File: src/rtl/car_pkg.sv
// Shared constants for the car display path: BCD digit geometry and
// the default clock-derived dividers for mileage and indicator timing.
package car_pkg;

  localparam int BCD_W = 4;
  localparam logic [BCD_W-1:0] BCD_MAX = 4'd9;

  localparam int CLK_FREQ = 100_000_000;
  // One mileage unit per second of motion, 1 Hz indicator blink.
  localparam int TICK_DIV_DEF  = CLK_FREQ;
  localparam int BLINK_DIV_DEF = CLK_FREQ / 2;

endpackage

File: src/rtl/bcd_digit.sv
// One decimal odometer digit with ripple carry out.
// Ports: clk, rst (async high), clr (sync clear), inc, q[3:0], carry.
module bcd_digit
  import car_pkg::*;
(
  input  logic             clk,
  input  logic             rst,
  input  logic             clr,
  input  logic             inc,
  output logic [BCD_W-1:0] q,
  output logic             carry
);

  logic [BCD_W-1:0] r_q;

  // Carry is combinational so a whole 9..9 chain rolls on one edge.
  assign carry = inc & (r_q == BCD_MAX);
  assign q     = r_q;

  always_ff @(posedge clk or posedge rst) begin
    if (rst) begin
      r_q <= '0;
    end else if (clr) begin
      r_q <= '0;
    end else if (inc) begin
      r_q <= (r_q == BCD_MAX) ? '0 : r_q + BCD_W'(1);
    end
  end

endmodule

File: src/rtl/mileage_counter.sv
// BCD odometer and turn-indicator driver fed by the manual-driving stage.
// Ports: clk, rst, enable, clear, move_*, turn_*; outputs mileage_bcd,
// overflow, moving, left_led, right_led (all registered).
module mileage_counter
  import car_pkg::*;
#(
  parameter int TICK_DIV  = TICK_DIV_DEF,
  parameter int BLINK_DIV = BLINK_DIV_DEF,
  parameter int DIGITS    = 4
) (
  input  logic                  clk,
  input  logic                  rst,
  input  logic                  enable,
  input  logic                  clear,
  input  logic                  move_forward,
  input  logic                  move_backward,
  input  logic                  turn_left,
  input  logic                  turn_right,
  output logic [BCD_W*DIGITS-1:0] mileage_bcd,
  output logic                  overflow,
  output logic                  moving,
  output logic                  left_led,
  output logic                  right_led
);

  localparam int PW = $clog2(TICK_DIV);
  localparam int BW = $clog2(BLINK_DIV);
  localparam logic [PW-1:0] P_MAX = PW'(TICK_DIV - 1);
  localparam logic [BW-1:0] B_MAX = BW'(BLINK_DIV - 1);

  logic [PW-1:0]   r_presc;
  logic [BW-1:0]   r_blink;
  logic            r_phase;
  logic            r_overflow;
  logic            r_moving;
  logic            r_left;
  logic            r_right;
  logic            w_count_en;
  logic            w_tick;
  logic            w_ind_active;
  logic [DIGITS:0] w_carry;

  // Both directions at once is an invalid request: no distance.
  assign w_count_en   = enable & (move_forward ^ move_backward);
  assign w_tick       = w_count_en & (r_presc == P_MAX);
  assign w_ind_active = enable & (turn_left | turn_right);
  assign w_carry[0]   = w_tick;

  always_ff @(posedge clk or posedge rst) begin
    if (rst) begin
      r_presc <= '0;
    end else if (clear || !enable) begin
      r_presc <= '0;
    end else if (w_count_en) begin
      r_presc <= w_tick ? '0 : r_presc + PW'(1);
    end
  end

  genvar gi;
  generate
    for (gi = 0; gi < DIGITS; gi++) begin : g_dig
      bcd_digit u_dig (
        .clk   (clk),
        .rst   (rst),
        .clr   (clear),
        .inc   (w_carry[gi]),
        .q     (mileage_bcd[gi*BCD_W +: BCD_W]),
        .carry (w_carry[gi+1])
      );
    end
  endgenerate

  always_ff @(posedge clk or posedge rst) begin
    if (rst) begin
      r_overflow <= 1'b0;
      r_moving   <= 1'b0;
    end else begin
      r_moving <= w_count_en;
      if (clear) begin
        r_overflow <= 1'b0;
      end else if (w_carry[DIGITS]) begin
        r_overflow <= 1'b1;
      end
    end
  end

  // LEDs sample the phase before it toggles, so each lit/dark window
  // spans exactly BLINK_DIV edges starting on the first active edge.
  always_ff @(posedge clk or posedge rst) begin
    if (rst) begin
      r_blink <= '0;
      r_phase <= 1'b1;
      r_left  <= 1'b0;
      r_right <= 1'b0;
    end else begin
      r_left  <= enable & turn_left & r_phase;
      r_right <= enable & turn_right & r_phase;
      if (!w_ind_active) begin
        r_blink <= '0;
        r_phase <= 1'b1;
      end else if (r_blink == B_MAX) begin
        r_blink <= '0;
        r_phase <= ~r_phase;
      end else begin
        r_blink <= r_blink + BW'(1);
      end
    end
  end

  assign overflow  = r_overflow;
  assign moving    = r_moving;
  assign left_led  = r_left;
  assign right_led = r_right;

endmodule

File: config.mk
export PLATFORM = sky130hd
export DESIGN_NAME = mileage_counter
export DESIGN_NICKNAME = d
export VERILOG_FILES = /design/src/rtl/car_pkg.sv /design/src/rtl/bcd_digit.sv /design/src/rtl/mileage_counter.sv
export SDC_FILE = /design/constraint.sdc
export NUM_CORES = 1
export LEC_CHECK = 0
export CAP_MARGIN = 20
export CORE_UTILIZATION = 45
export CTS_BUF_LIST = sky130_fd_sc_hd__clkbuf_16
export DETAILED_ROUTE_END_ITERATION = 8
export PLACE_DENSITY = 0.76
export SYNTH_ARGS = -nofsm -noshare
export SYNTH_HDL_FRONTEND = slang
export SYNTH_SLANG_ARGS = --single-unit
export TNS_END_PERCENT = 100
File: constraint.sdc
create_clock -name clk -period 2.3 [get_ports clk]
set_input_delay 0.575 -clock clk [delete_from_list [all_inputs] [get_ports clk]]
set_output_delay 0.575 -clock clk [all_outputs]
set_load 0.1 [all_outputs]
Yosys cells after proc, flatten, opt, wreduce, memory -nomap -nowiden
Index checks and enable logic that the tools add are counted.
Storage, ports and cells
  bits in registers: 74
  bits in latches: 0
  RAM bits: 0
  ROM bits: 0
  bits of input ports: 8
  logic and storage cells: 67
  memories: 0
Operators by class
  $add $sub $neg: 6
  $mul: 0
  div/mod/pow operators: 0
  order comparisons: 0
  eq/ne operators: 7
  shift-type cells: 0
  mux-type cells: 21
  bitwise gates (word level): 14
  reduce and logical (&&, ||, !) cells: 8
Operator list (count)
  $mux 27: 3
  $mux 26: 2
  $mux 4: 12
  $add 27x1->27 const B: 1
  $eq 27x27->1 const B: 1
  $add 26x1->26 const B: 1
  $eq 26x26->1 const B: 1
  $add 4x1->4 const B: 4
  $eq 4x4->1 const B: 4
  $reduce_bool 2->1: 6
  $and 1x1->1: 11
  $mux 1: 4
  $ne 2x1->1 const B: 1
  $logic_not 1->1: 1
  $logic_or 1x1->1: 1
  $not 1->1: 1
  $or 1x1->1: 1
  $xor 1x1->1: 1

Logic depth before layout (Yosys ltp)
Gate-level depths: netlist (run 1).
  depth in word-level cells: 9
  gate-level depth with buffers: 7
  gate-level depth less buffers: 6

Hierarchy
A second synthesis (run 1) with hierarchy kept.
Second synthesis, totals
  cells, all modules: 415
  area total of the unflattened synthesis: 3972.6 um2
By module, submodules not included
  mileage_counter: instances 1, cells an instance 307, area each 2996.6 um2, seq. area each 1452.6 um2
  bcd_digit: instances 4, cells an instance 27, area each 244.0 um2, seq. area each 100.1 um2

Worst setup path before layout (run 1)
OpenSTA, ideal clock, no wires.
  path type: reg-to-reg
  start point: register g_dig[0].u_dig.r_q[0]
  end point: register g_dig[2].u_dig.r_q[0]
  data arrival time: 2230 ps
  slack: -55 ps
  cell stages (with the launch flop): 6
  path buffers: 0
  clock period less this slack: 2355 ps
  cells stage by stage: dfrtp_1 > ha_1 > nand3b_1 > nor2_1 > and3_1 > mux2_2
On the way
  cells in the longest elaborated chain, start to end: 4
RTL lines
  start, declared: RTL line bcd_digit.sv:14  | logic [BCD_W-1:0] r_q;
  start signal, assigned: RTL line bcd_digit.sv:26  | r_q <= (r_q == BCD_MAX) ? '0 : r_q + BCD_W'(1);
  $eq 4x4->1: RTL line bcd_digit.sv:17  | assign carry = inc & (r_q == BCD_MAX);
  $and 1x1->1 (2 in a row): RTL line bcd_digit.sv:17
  $reduce_bool 2->1 (no line)
  end signal, assigned: RTL line bcd_digit.sv:26
  end, declared: RTL line bcd_digit.sv:14
Every way passes these cells.
A chain may end at the register's enable or synchronous reset.

Final worst setup path (run 1)
  start point: input move_backward
  end point: register g_dig[2].u_dig.r_q[1]
On the way
  cells in the longest elaborated chain, start to end: 6
RTL lines
  start, declared: RTL line mileage_counter.sv:16  | input logic move_backward,
  $xor 1x1->1: RTL line mileage_counter.sv:44  | assign w_count_en = enable & (move_forward ^ move_backward);
  $and 1x1->1: RTL line mileage_counter.sv:44
  $and 1x1->1: RTL line mileage_counter.sv:45  | assign w_tick = w_count_en & (r_presc == P_MAX);
  $and 1x1->1 (2 in a row): RTL line bcd_digit.sv:17
  $reduce_bool 2->1 (no line)
Every way passes these cells.

==> impl_metrics.csv, run 1 <==
group,metric,value,unit
run_status,status,"completed",
worst_setup_path,reg2reg_to,"r_presc[26]$_DFFE_PP0P_",
worst_setup_path,cp_data_required_time,2.51,ns
worst_hold_path,whs_path_depth,1,
sta,drv_slew,0,
synthesis,syn_area_per_cell,9.58,um^2
synthesis,netlist_instances,422,
worst_setup_path,worstPathArrival,2.41,ns
place,place_ws,-0.239,ns
synthesis,synthArstFlopShare,100,%
synthesis,ys_seq_area_share,45.8,%
clock_tree,cts_tree,"yes",
floorplan,die_area,0.00937,mm^2
place,placed_cells,576,
synthesis,yosysWarnings,0,
detailed_routing,wl_met3,404,um
sta,finClkSkew,0.00548,ns
pwr,power_leakage,2.08,nW
grt,grt-ovfl-total,0,
grt,grt_max_degree,30,
clock_tree,clock_path_buffers,2,
sta,max_freq,456,MHz
grt,grt_first_pass_wirelength,16000,um
detailed_routing,ant_nets,0,
worst_setup_path,crit_start,"move_backward",
floorplan,initial_core_util,46.4,%
synthesis,synth-main-ff-cell,"dfrtp_1",
cells_and_area,nNetsFinal,497,
worst_hold_path,min_to,"r_blink[0]$_DFF_PP0_",
pwr,switchingPower,664,uW
detailed_routing,wl_met2,4680,um
place,place_hpwl,6580,um
worst_setup_path,worstSetupPathType,"in -> reg",
cells_and_area,areaGrowthSynthToFinish,22.7,%
clock_tree,cts_buffers,9,
detailed_routing,met1_length,4160,um
clock_tree,cts_root_buffer,"clkbuf_16",
sta,finalHoldViolCount,0,
pwr,power_density,600,mW/mm^2
detailed_routing,highest_layer,"met4",
clock_tree,cts.clk_slew.worst_paths,0.06,ns
worst_setup_path,setup.worst_path.end_class,"flop",
clock_tree,postCtsSetupBuffers,0,
detailed_routing,wl,9340,um
synthesis,ys_ff_latch,74,
run,drv_cap,0,
detailed_routing,vias,3488,
worst_hold_path,worstHoldPathType,"reg -> reg",
grt,grt_usage,20.8,%
detailed_routing,drcViolationCount,0,
sta,rsz0062_at_grt,"false",
detailed_routing,drt_iter0_drc,205,
worst_setup_path,rrSetupSlack,0.13,ns
place,io_buffers,27,
sta,fin_crit_sh,95.4,%
cells_and_area,final_common_cell,"dfrtp_1",
place,gp_congestion,0.819,
sta,worstMarginPinSlew,0.488,ns
worst_setup_path,path_max_fanout,4,
floorplan,coreArea,0.00872,mm^2
grt,grt_pass1_vias,3514,
detailed_routing,post_drt_wl_per_cell,15.8,um
clock_tree,cts.sinks,74,
worst_setup_path,crit_path_start_kind,"input port",
sta,setup_viol,0,
sta,holdWs,0.498,ns
cells_and_area,drive_gt1_share,19.0,%
worst_setup_path,r2r_start,"r_presc[0]$_DFFE_PP0P_",
clock_tree,worstSkewPairLatency,0.33,ns
pwr,ir_drop,0.000448,V
floorplan,die_y,96.8,um
worst_hold_path,hp-start,"r_blink[0]$_DFF_PP0_",
clock_tree,htreeDepth,3,
pwr,seqPwrFrac,44.2,%
pwr,comb_power_share,5.5,%
synthesis,synth_nets,440,
floorplan,rows,34,
pwr,netSwitchingFraction,22.3,%
cells_and_area,layout_common_cells,"dfrtp_1 (71), buf_4 (56), a21oi_1 (31), nor2_1 (29), nand2_1 (21)",
sta,fin_crit,2.19,ns
floorplan,die_x,96.8,um
pwr,internal-power,2.31,mW
grt,antenna_found_initial,0,
cells_and_area,layoutNonFillerInstCount,592,
pwr,pwr-share-clk,50.3,%
detailed_routing,viasPerCell,5.89,
cells_and_area,n_antenna_cell,0,
sta,fin_ws,0.107,ns
sta,max_slew_margin,67.4,%
detailed_routing,drtPass1Iterations,4,
synthesis,synth_edf_count,0,
synthesis,synth_cell_types,49,
worst_setup_path,r2r_cells,7,
floorplan,io-pin-count,28,
synthesis,netlist_area,0.00404,mm^2
==> how the worst max path moves through the flow <==
stage,endpoint,cells past startpoint
CTS,g_dig[2].u_dig.q[1]$_DFFE_PP0P_,7
global route,g_dig[2].u_dig.q[1]$_DFFE_PP0P_,7
global placement,g_dig[2].u_dig.q[1]$_DFFE_PP0P_,7
detailed placement,g_dig[2].u_dig.q[1]$_DFFE_PP0P_,7
finish,g_dig[2].u_dig.q[1]$_DFFE_PP0P_,7
floorplan,g_dig[2].u_dig.q[0]$_DFFE_PP0P_,4
==> sequential cells by signal, summed over array words and instances, names as in the netlist <==
register / count
g_dig.u_dig.q: 16
left_led: 1
moving: 1
overflow: 1
r_blink: 26
r_phase: 1
r_presc: 27
right_led: 1
==> per-stage QoR <==
| stage | utilization (%) | instance area, um^2 | setup TNS, ns | total power [mW] |
|---|---|---|---|---|
| 2_1_floorplan | - | 4050 | 0 | 1.43 |
| 3_3_place_gp | 53.1 | 4630 | -6.94 | 1.50 |
| 3_5_place_dp | 53.1 | 4630 | -7.92 | 1.50 |
| 4_1_cts | 56.8 | 4950 | 0 | 3.00 |
| 5_1_grt | 56.9 | 4960 | 0 | 3.07 |
| 6_report | 56.9 | 4960 | 0 | 2.98 |
==> synth_stat cells, types with 4 or more instances <==
| cell type | n | area [um^2] |
|---|---|---|
| inv_1 | 16 | 60.1 |
| nor3_1 | 11 | 55.1 |
| o2111ai_1 | 4 | 35.0 |
| nand3_1 | 17 | 85.1 |
| nand4_1 | 16 | 100 |
| mux2_2 | 8 | 90.1 |
| or4_1 | 17 | 128 |
| xor2_1 | 13 | 114 |
| xnor2_1 | 7 | 61.3 |
| o211ai_1 | 5 | 37.5 |
| and2_1 | 5 | 31.3 |
| clkbuf_1 | 15 | 56.3 |
| nor2b_1 | 8 | 50.1 |
| ha_1 | 10 | 125 |
| and3_1 | 14 | 87.6 |
| nand2_1 | 21 | 78.8 |
| or3_1 | 15 | 93.8 |
| dfrtp_1 | 73 | 1830 |
| nor4_1 | 4 | 25.0 |
| and4_1 | 9 | 78.8 |
| a21oi_1 | 31 | 155 |
| nor2_1 | 29 | 109 |
| o31ai_1 | 17 | 128 |
| o21ai_0 | 19 | 95.1 |
| a311oi_1 | 4 | 35.0 |
==> critical path, cell delays in order <==
cell and delay (ns):
clkdlybuf4s50_1 0.51, xnor2_1 0.10, buf_4 0.15, nor4_4 0.30, buf_4 0.18, and3_1 0.23
mux2_2 0.36
==> power by group through the flow <==
stage	registers [mW]	clock network, mW	logic, mW
finish	1.32	1.50	0.164
global route	1.32	1.58	0.181
detailed placement	1.34	0	0.165
CTS	1.32	1.52	0.166
floorplan	1.36	0	0.0675
global placement	1.34	0	0.161
==> logic make-up after synthesis <==
| family | count (synthesis) | synth area share, % |
|---|---|---|
| and+or+nand+nor | 179 | 25.6 |
| xor gates and xnor gates | 20 | 4.33 |
| adders and majority gates | 10 | 3.10 |
| DFF | 74 | 45.8 |
| buffers and inverters | 35 | 3.53 |
| muxes | 10 | 2.72 |
| AOI/OAI and AO/OA | 94 | 14.9 |
==> area by class of cell <==
class                      count  area (um^2)
clock inverter                 7         93.8
clock buffer                   9          225
fill                         744         3760
tap                          108          135
sequential                    74         1860
timing repair buffer          65          531
multi-input combinational    313         2060
inverter                      16         63.8
==> layer usage <==
metal	vias up	global-route usage, %
li1	1703	-
met1	1716	26.3
met2	58	35.5
met3	11	4.84
met4	0	6.20
met5	-	0
==> timing repair <==
item                       CTS  global route
setup endpoints to repair    0             4
hold buffers                 0             0
gates resized for setup      0             2
hold endpoints to repair     0             0
Power figures use the tool's default switching activity.
==> inputs of run 2 (changes only) <==
--- a/config.mk
+++ b/config.mk
@@ -5,6 +5,7 @@
 export SDC_FILE = /design/constraint.sdc
 export NUM_CORES = 1
 export LEC_CHECK = 0
+export ABC_AREA = 1
 export CAP_MARGIN = 20
 export CORE_UTILIZATION = 45
 export CTS_BUF_LIST = sky130_fd_sc_hd__clkbuf_16
==> run 2 against run 1 <==
Flip-flop and latch count unchanged. First-iteration DRC count up 2.9%. Clock power down 3%. Largest cell class unchanged. Core utilization down 2.0 points. Die area up 7.0%. Via count up 8.8%.
==> impl_metrics.csv, run 2 <==
group,metric,value,unit
sta,rsz0062_at_grt,"false",
worst_setup_path,crit_end,"r_presc[20]$_DFFE_PP0P_",
detailed_routing,post_drt_wl_per_cell,13.4,um
synthesis,synth.area.top_cells,"dfrtp_1 (42%), nand2_1 (9.5%), nor2_1 (8.0%)",
worst_setup_path,r2r_cells,11,
cells_and_area,nNetsFinal,624,
worst_setup_path,cp_slowest_cell,"clkdlybuf4s50_1",
sta,max_slew_margin,63.6,%
grt,grt-ovfl-total,0,
synthesis,ys_ff_latch,74,
sta,max_freq,510,MHz
clock_tree,cts-resized-gates,0,
cells_and_area,regMostFlops,"r_presc",
synthesis,ys_seq_area_share,42.8,%
worst_setup_path,r2r_start,"r_presc[1]$_DFFE_PP0P_",
clock_tree,cts.clk_slew.worst_paths,0.06,ns
sta,worstMarginPinSlew,0.540,ns
sta,finalHoldViolCount,0,
detailed_routing,drt_iter0_drc,211,
detailed_routing,wl,9890,um
worst_setup_path,reg2reg_to,"r_presc[22]$_DFFE_PP0P_",
synthesis,netlist_top_cells_count,"nand2_1 (110), nor2_1 (92), dfrtp_1 (73), inv_1 (72), nand3_1 (42)",
detailed_routing,ant_nets,0,
cells_and_area,n_antenna_cell,0,
worst_setup_path,path_max_fanout,16,
clock_tree,cts.sinks,74,
place,io_buffers,27,
worst_setup_path,crit_start,"move_forward",
sta,setup_tns,0,ns
place,place_hpwl,7290,um
sta,finClkSkew,0.00870,ns
clock_tree,postCtsSetupBuffers,0,
detailed_routing,drcViolationCount,0,
pwr,ir_drop,0.000396,V
worst_setup_path,crit_family,"buffers and inverters",
synthesis,yosysMostFrequentCell,"nand2_1",
worst_setup_path,worstSetupPathType,"in -> reg",
synthesis,syn_area_per_cell,7.71,um^2
pwr,pwr-share-clk,47.1,%
pwr,switchingPower,766,uW
sta,drv_slew,0,
floorplan,coreArea,0.00928,mm^2
worst_setup_path,worstPathArrival,2.21,ns
worst_setup_path,cp_data_required_time,2.55,ns
synthesis,netlist_area,0.00433,mm^2
pwr,seqPwrFrac,43.4,%
synthesis,synth_top_cell_by_area,"dfrtp_1",
cells_and_area,largest_register_ffs,27,
floorplan,die_x,100,um
pwr,netSwitchingFraction,24.7,%
run_status,status,"completed",
worst_setup_path,setup.worst_path.end_class,"flop",
run,drv_cap,0,
clock_tree,worstSkewPairLatency,0.33,ns
grt,antenna_found_initial,0,
detailed_routing,viasPerCell,5.13,
cells_and_area,n_fill_cell,859,
grt,grt_pass1_vias,3504,
pwr,internal-power,2.34,mW
clock_tree,clock_path_buffers,2,
detailed_routing,vias,3794,
floorplan,rows,35,
clock_tree,htreeDepth,3,
sta,fin_crit,1.96,ns
grt,grt_usage,20.9,%
pwr,comb_power_share,9.4,%
cells_and_area,drive_gt1_share,14.9,%
sta,setup_viol,0,
floorplan,initial_core_util,46.7,%
pwr,power_leakage,2.29,nW
grt,grt_max_degree,33,
place,gp_congestion,1.02,
worst_hold_path,worstHoldPathType,"reg -> reg",
synthesis,yosysWarnings,0,
clock_tree,cts_root_buffer,"clkbuf_16",
cells_and_area,layout_common_cells,"nand2_1 (110), nor2_1 (92), dfrtp_1 (73), inv_1 (72), nand3_1 (42)",
pwr,power_density,608,mW/mm^2
clock_tree,cts-hold-fix-buffers,0,
worst_setup_path,crit_path_frequent_cell,"nand2_1",
worst_setup_path,cp.buffers_inverters,4,
synthesis,synth-main-ff-cell,"dfrtp_1",
sta,fin_crit_sh,85.3,%
synthesis,synth_nets,580,
floorplan,io-pin-count,28,
worst_setup_path,rrSetupSlack,0.51,ns
synthesis,synth_edf_count,0,
clock_tree,cts_tree,"yes",
cells_and_area,final_common_cell,"nand2_1",
synthesis,yosysTopAreaCellShare,42.2,%
clock_tree,cts_buffers,9,
floorplan,die_y,100,um
synthesis,synthArstFlopShare,100,%
worst_setup_path,crit_cells,9,
floorplan,die_area,0.0100,mm^2
detailed_routing,drtPass1Iterations,5,
synthesis,synth_cell_types,37,
worst_setup_path,crit_chain,"clkdlybuf4s50_1 > nand2_1 > inv_1 > o21ai_2 > buf_4 > inv_2 > nor2_1 > nand2_1 > a21oi_1",
cells_and_area,fin_util,54.9,%
cells_and_area,areaGrowthSynthToFinish,17.7,%
worst_setup_path,cpPeakStageDelay,0.42,ns
worst_setup_path,crit_path_start_kind,"input port",
worst_hold_path,hp-start,"r_blink[0]$_DFF_PP0_",
grt,grt_first_pass_wirelength,16300,um
synthesis,netlist_instances,562,
-- run 2: cell count changes after synthesis, sizes merged, moves of 18 or more --
cell / change
o31ai: -18
nand2: +101
nor2: +81
inv: +60
or4: -18
nand3: +29
-- run 2: power groups by stage --
stage | Combinational [mW] | Clock, mW | Sequential (mW)
floorplan | 0.105 | 0 | 1.47
detailed placement | 0.296 | 0 | 1.37
CTS | 0.297 | 1.49 | 1.35
global route | 0.316 | 1.55 | 1.35
finish | 0.292 | 1.46 | 1.35
global placement | 0.290 | 0 | 1.37
-- run 2: worst min-delay path by stage --
stage	cells after the start	endpoint
2_1_floorplan	1	r_blink[0]$_DFF_PP0_
3_3_place_gp	1	r_blink[0]$_DFF_PP0_
3_5_place_dp	1	r_blink[0]$_DFF_PP0_
4_1_cts	1	r_blink[0]$_DFF_PP0_
5_1_grt	1	r_blink[0]$_DFF_PP0_
6_report	1	r_blink[0]$_DFF_PP0_
-- run 2: layer usage --
metal | vias up | track usage, % | share of wire [%]
li1 | 1893 | - | -
met1 | 1760 | 28.0 | 45
met2 | 129 | 34.2 | 47
met3 | 12 | 4.87 | 5.7
met4 | 0 | 5.91 | 1.4
met5 | - | 0 | 0
-- run 2: metrics by stage --
step           total power [mW]  setup WS, ns  cells  hold slack [ns]  instance area, um^2
6_report                   3.10         0.338    740            0.457                 5100
5_1_grt                    3.22         0.210    740            0.486                 5100
4_1_cts                    3.13         0.359    740            0.461                 5100
3_5_place_dp               1.67       0.00400    724            0.454                 4790
3_3_place_gp               1.66        0.0779    724            0.446                 4790
2_1_floorplan              1.58         0.231    562            0.432                 4340
-- run 2: kinds of logic after synthesis --
family                   Yosys count  share of synthesized area, %
AO/OA/AOI/OAI                     56                          7.31
XOR/XNOR                          23                          4.65
adder cells (fa/ha/maj)           10                          2.89
AND/OR/NAND/NOR                  317                          34.7
flip-flops                        74                          42.8
buffers and inverters             82                          7.63
-- run 2: area by class of cell --
class / instances / area, um^2 / area share [%]
well taps: 129 / 161 / 3.17
repair buffers: 39 / 335 / 6.58
clock buffers: 9 / 225 / 4.42
clock inverters: 7 / 85.1 / 1.67
inverters: 76 / 289 / 5.67
flip-flops and latches: 74 / 1850 / 36.4
multi-input cells: 406 / 2150 / 42.1
==> RTL edit (settings of run 2) <==
Remove the register `r_left`: a continuous assignment takes its place, so the output `left_led` follows one clock earlier.
--- a/src/rtl/mileage_counter.sv
+++ b/src/rtl/mileage_counter.sv
@@ -91,8 +91,6 @@
       r_blink <= '0;
       r_phase <= 1'b1;
-      r_left  <= 1'b0;
       r_right <= 1'b0;
     end else begin
-      r_left  <= enable & turn_left & r_phase;
       r_right <= enable & turn_right & r_phase;
       if (!w_ind_active) begin
@@ -108,4 +106,6 @@
   end
 
+  assign r_left = enable & turn_left & r_phase;
+
   assign overflow  = r_overflow;
   assign moving    = r_moving;
Behaviour: not the same (Yosys sat finds a counterexample within 4 cycles, from zero or initial values and one cycle with rst high).
==> RTL edit against run 2 <==
Hold slack improved by 0.0046 ns; final area fell by 0.93%; count of clock-buffer cells in the layout did not move; synthesized area decreased by 0.58%; first-iteration DRC count rose by 14%; fmax fell by 7.1%; sequential cell count decreased by 1; setup slack worse by 0.15 ns; total power decreased by 5.4%; routed wire length shrank 1.5%.
==> RTL edit: results <==
[yosys]
syn_area_per_cell_um2 = 7.677
post_synth_most_frequent_cells = "nand2_1, nor2_1, dfrtp_1, inv_1, nand3_1"
synth_fp_nets = 579
synthTopCellsByArea = "dfrtp_1, nand2_1, nor2_1"
compound_gate_portion_of_the_synthesized_area_pct = 7.350
synth_adder_area_share_pct = 2.905
yosys.area_share.xor_xnor_pct = 4.678

[global_route]
grt_first_pass_wirelength_um = 17160
grt_max_degree = 74
globalRouteTotalUtil_pct = 21.72
first_global_vias = 3774

[setup_path]
max_stage_delay_ns = 0.54
critical_path_peak_fanout = 4
cp.arrival_ns = 1.54

[sta]
clock-skew-final_ns = 0.01078
hold-worst-slack_ns = 0.4617

[power]
vdd.ir_drop.worst_uv = 345.5
sw_frac_of_total_pct = 27.91

[place]
post_dp_cell_area_um2 = 4772
place_congestion = 0.9182

[route]
postRouteWirelength_um = 9740
wl_per_cell_um = 13.16
initialDrtViolationCount = 241

[status]
status = "completed"

[cells_and_area]
post_route_cells_drive_above_1_share_pct = 15.55
-- RTL edit: metrics by stage --
stage,setup slack (ns),util (%)
floorplan,0.2307,-
global route,0.1427,54.65
CTS,0.1766,54.65
finish,0.1877,54.65
global placement,0.07678,51.65
detailed placement,0.01142,51.65
-- RTL edit: power groups by stage --
stage	Combinational (uW)	Sequential (uW)	Clock, uW
6_report	292	1330	1320
5_1_grt	318	1330	1400
4_1_cts	296	1330	1340
3_5_place_dp	295	1350	0
3_3_place_gp	292	1350	0
2_1_floorplan	113	1440	0
-- RTL edit: worst paths after layout --
| kind | endpoint | depth (start not counted) |
|---|---|---|
| min reg2reg | r_blink[0] | 1 |
| min in group asynchronous | r_presc[17] | 3 |
| max in group asynchronous | r_phase | 3 |
| max | left_led | 4 |
| max reg2reg | r_blink[20] | 10 |
| min | r_blink[0] | 1 |
-- RTL edit: kinds of logic (layout without fill, tap and decap cells) --
| family | after synthesis | after routing |
|---|---|---|
| compound gates | 56 | 56 |
| xor+xnor | 23 | 23 |
| fa+ha+maj | 10 | 10 |
| buf+inv | 82 | 132 |
| flops | 73 | 73 |
| simple gates | 317 | 317 |
-- RTL edit: routing by layer --
metal	track usage (%)	up-vias	part of all wire, %
met5	0	-	0
met3	2.925	13	3.4
met4	9.163	0	1.4
met1	27.74	1802	45
li1	-	1892	-
met2	37.14	97	50
-- RTL edit: area by class of cell --
class | count | area [um2] | share of cell area, %
clock buffer | 9 | 225.2 | 4.460
sequential | 73 | 1828 | 36.20
clock inverter | 7 | 52.55 | 1.041
inverter | 76 | 289.0 | 5.723
timing repair buffer | 40 | 342.8 | 6.789
tap | 129 | 161.4 | 3.196
multi-input combinational | 406 | 2151 | 42.59
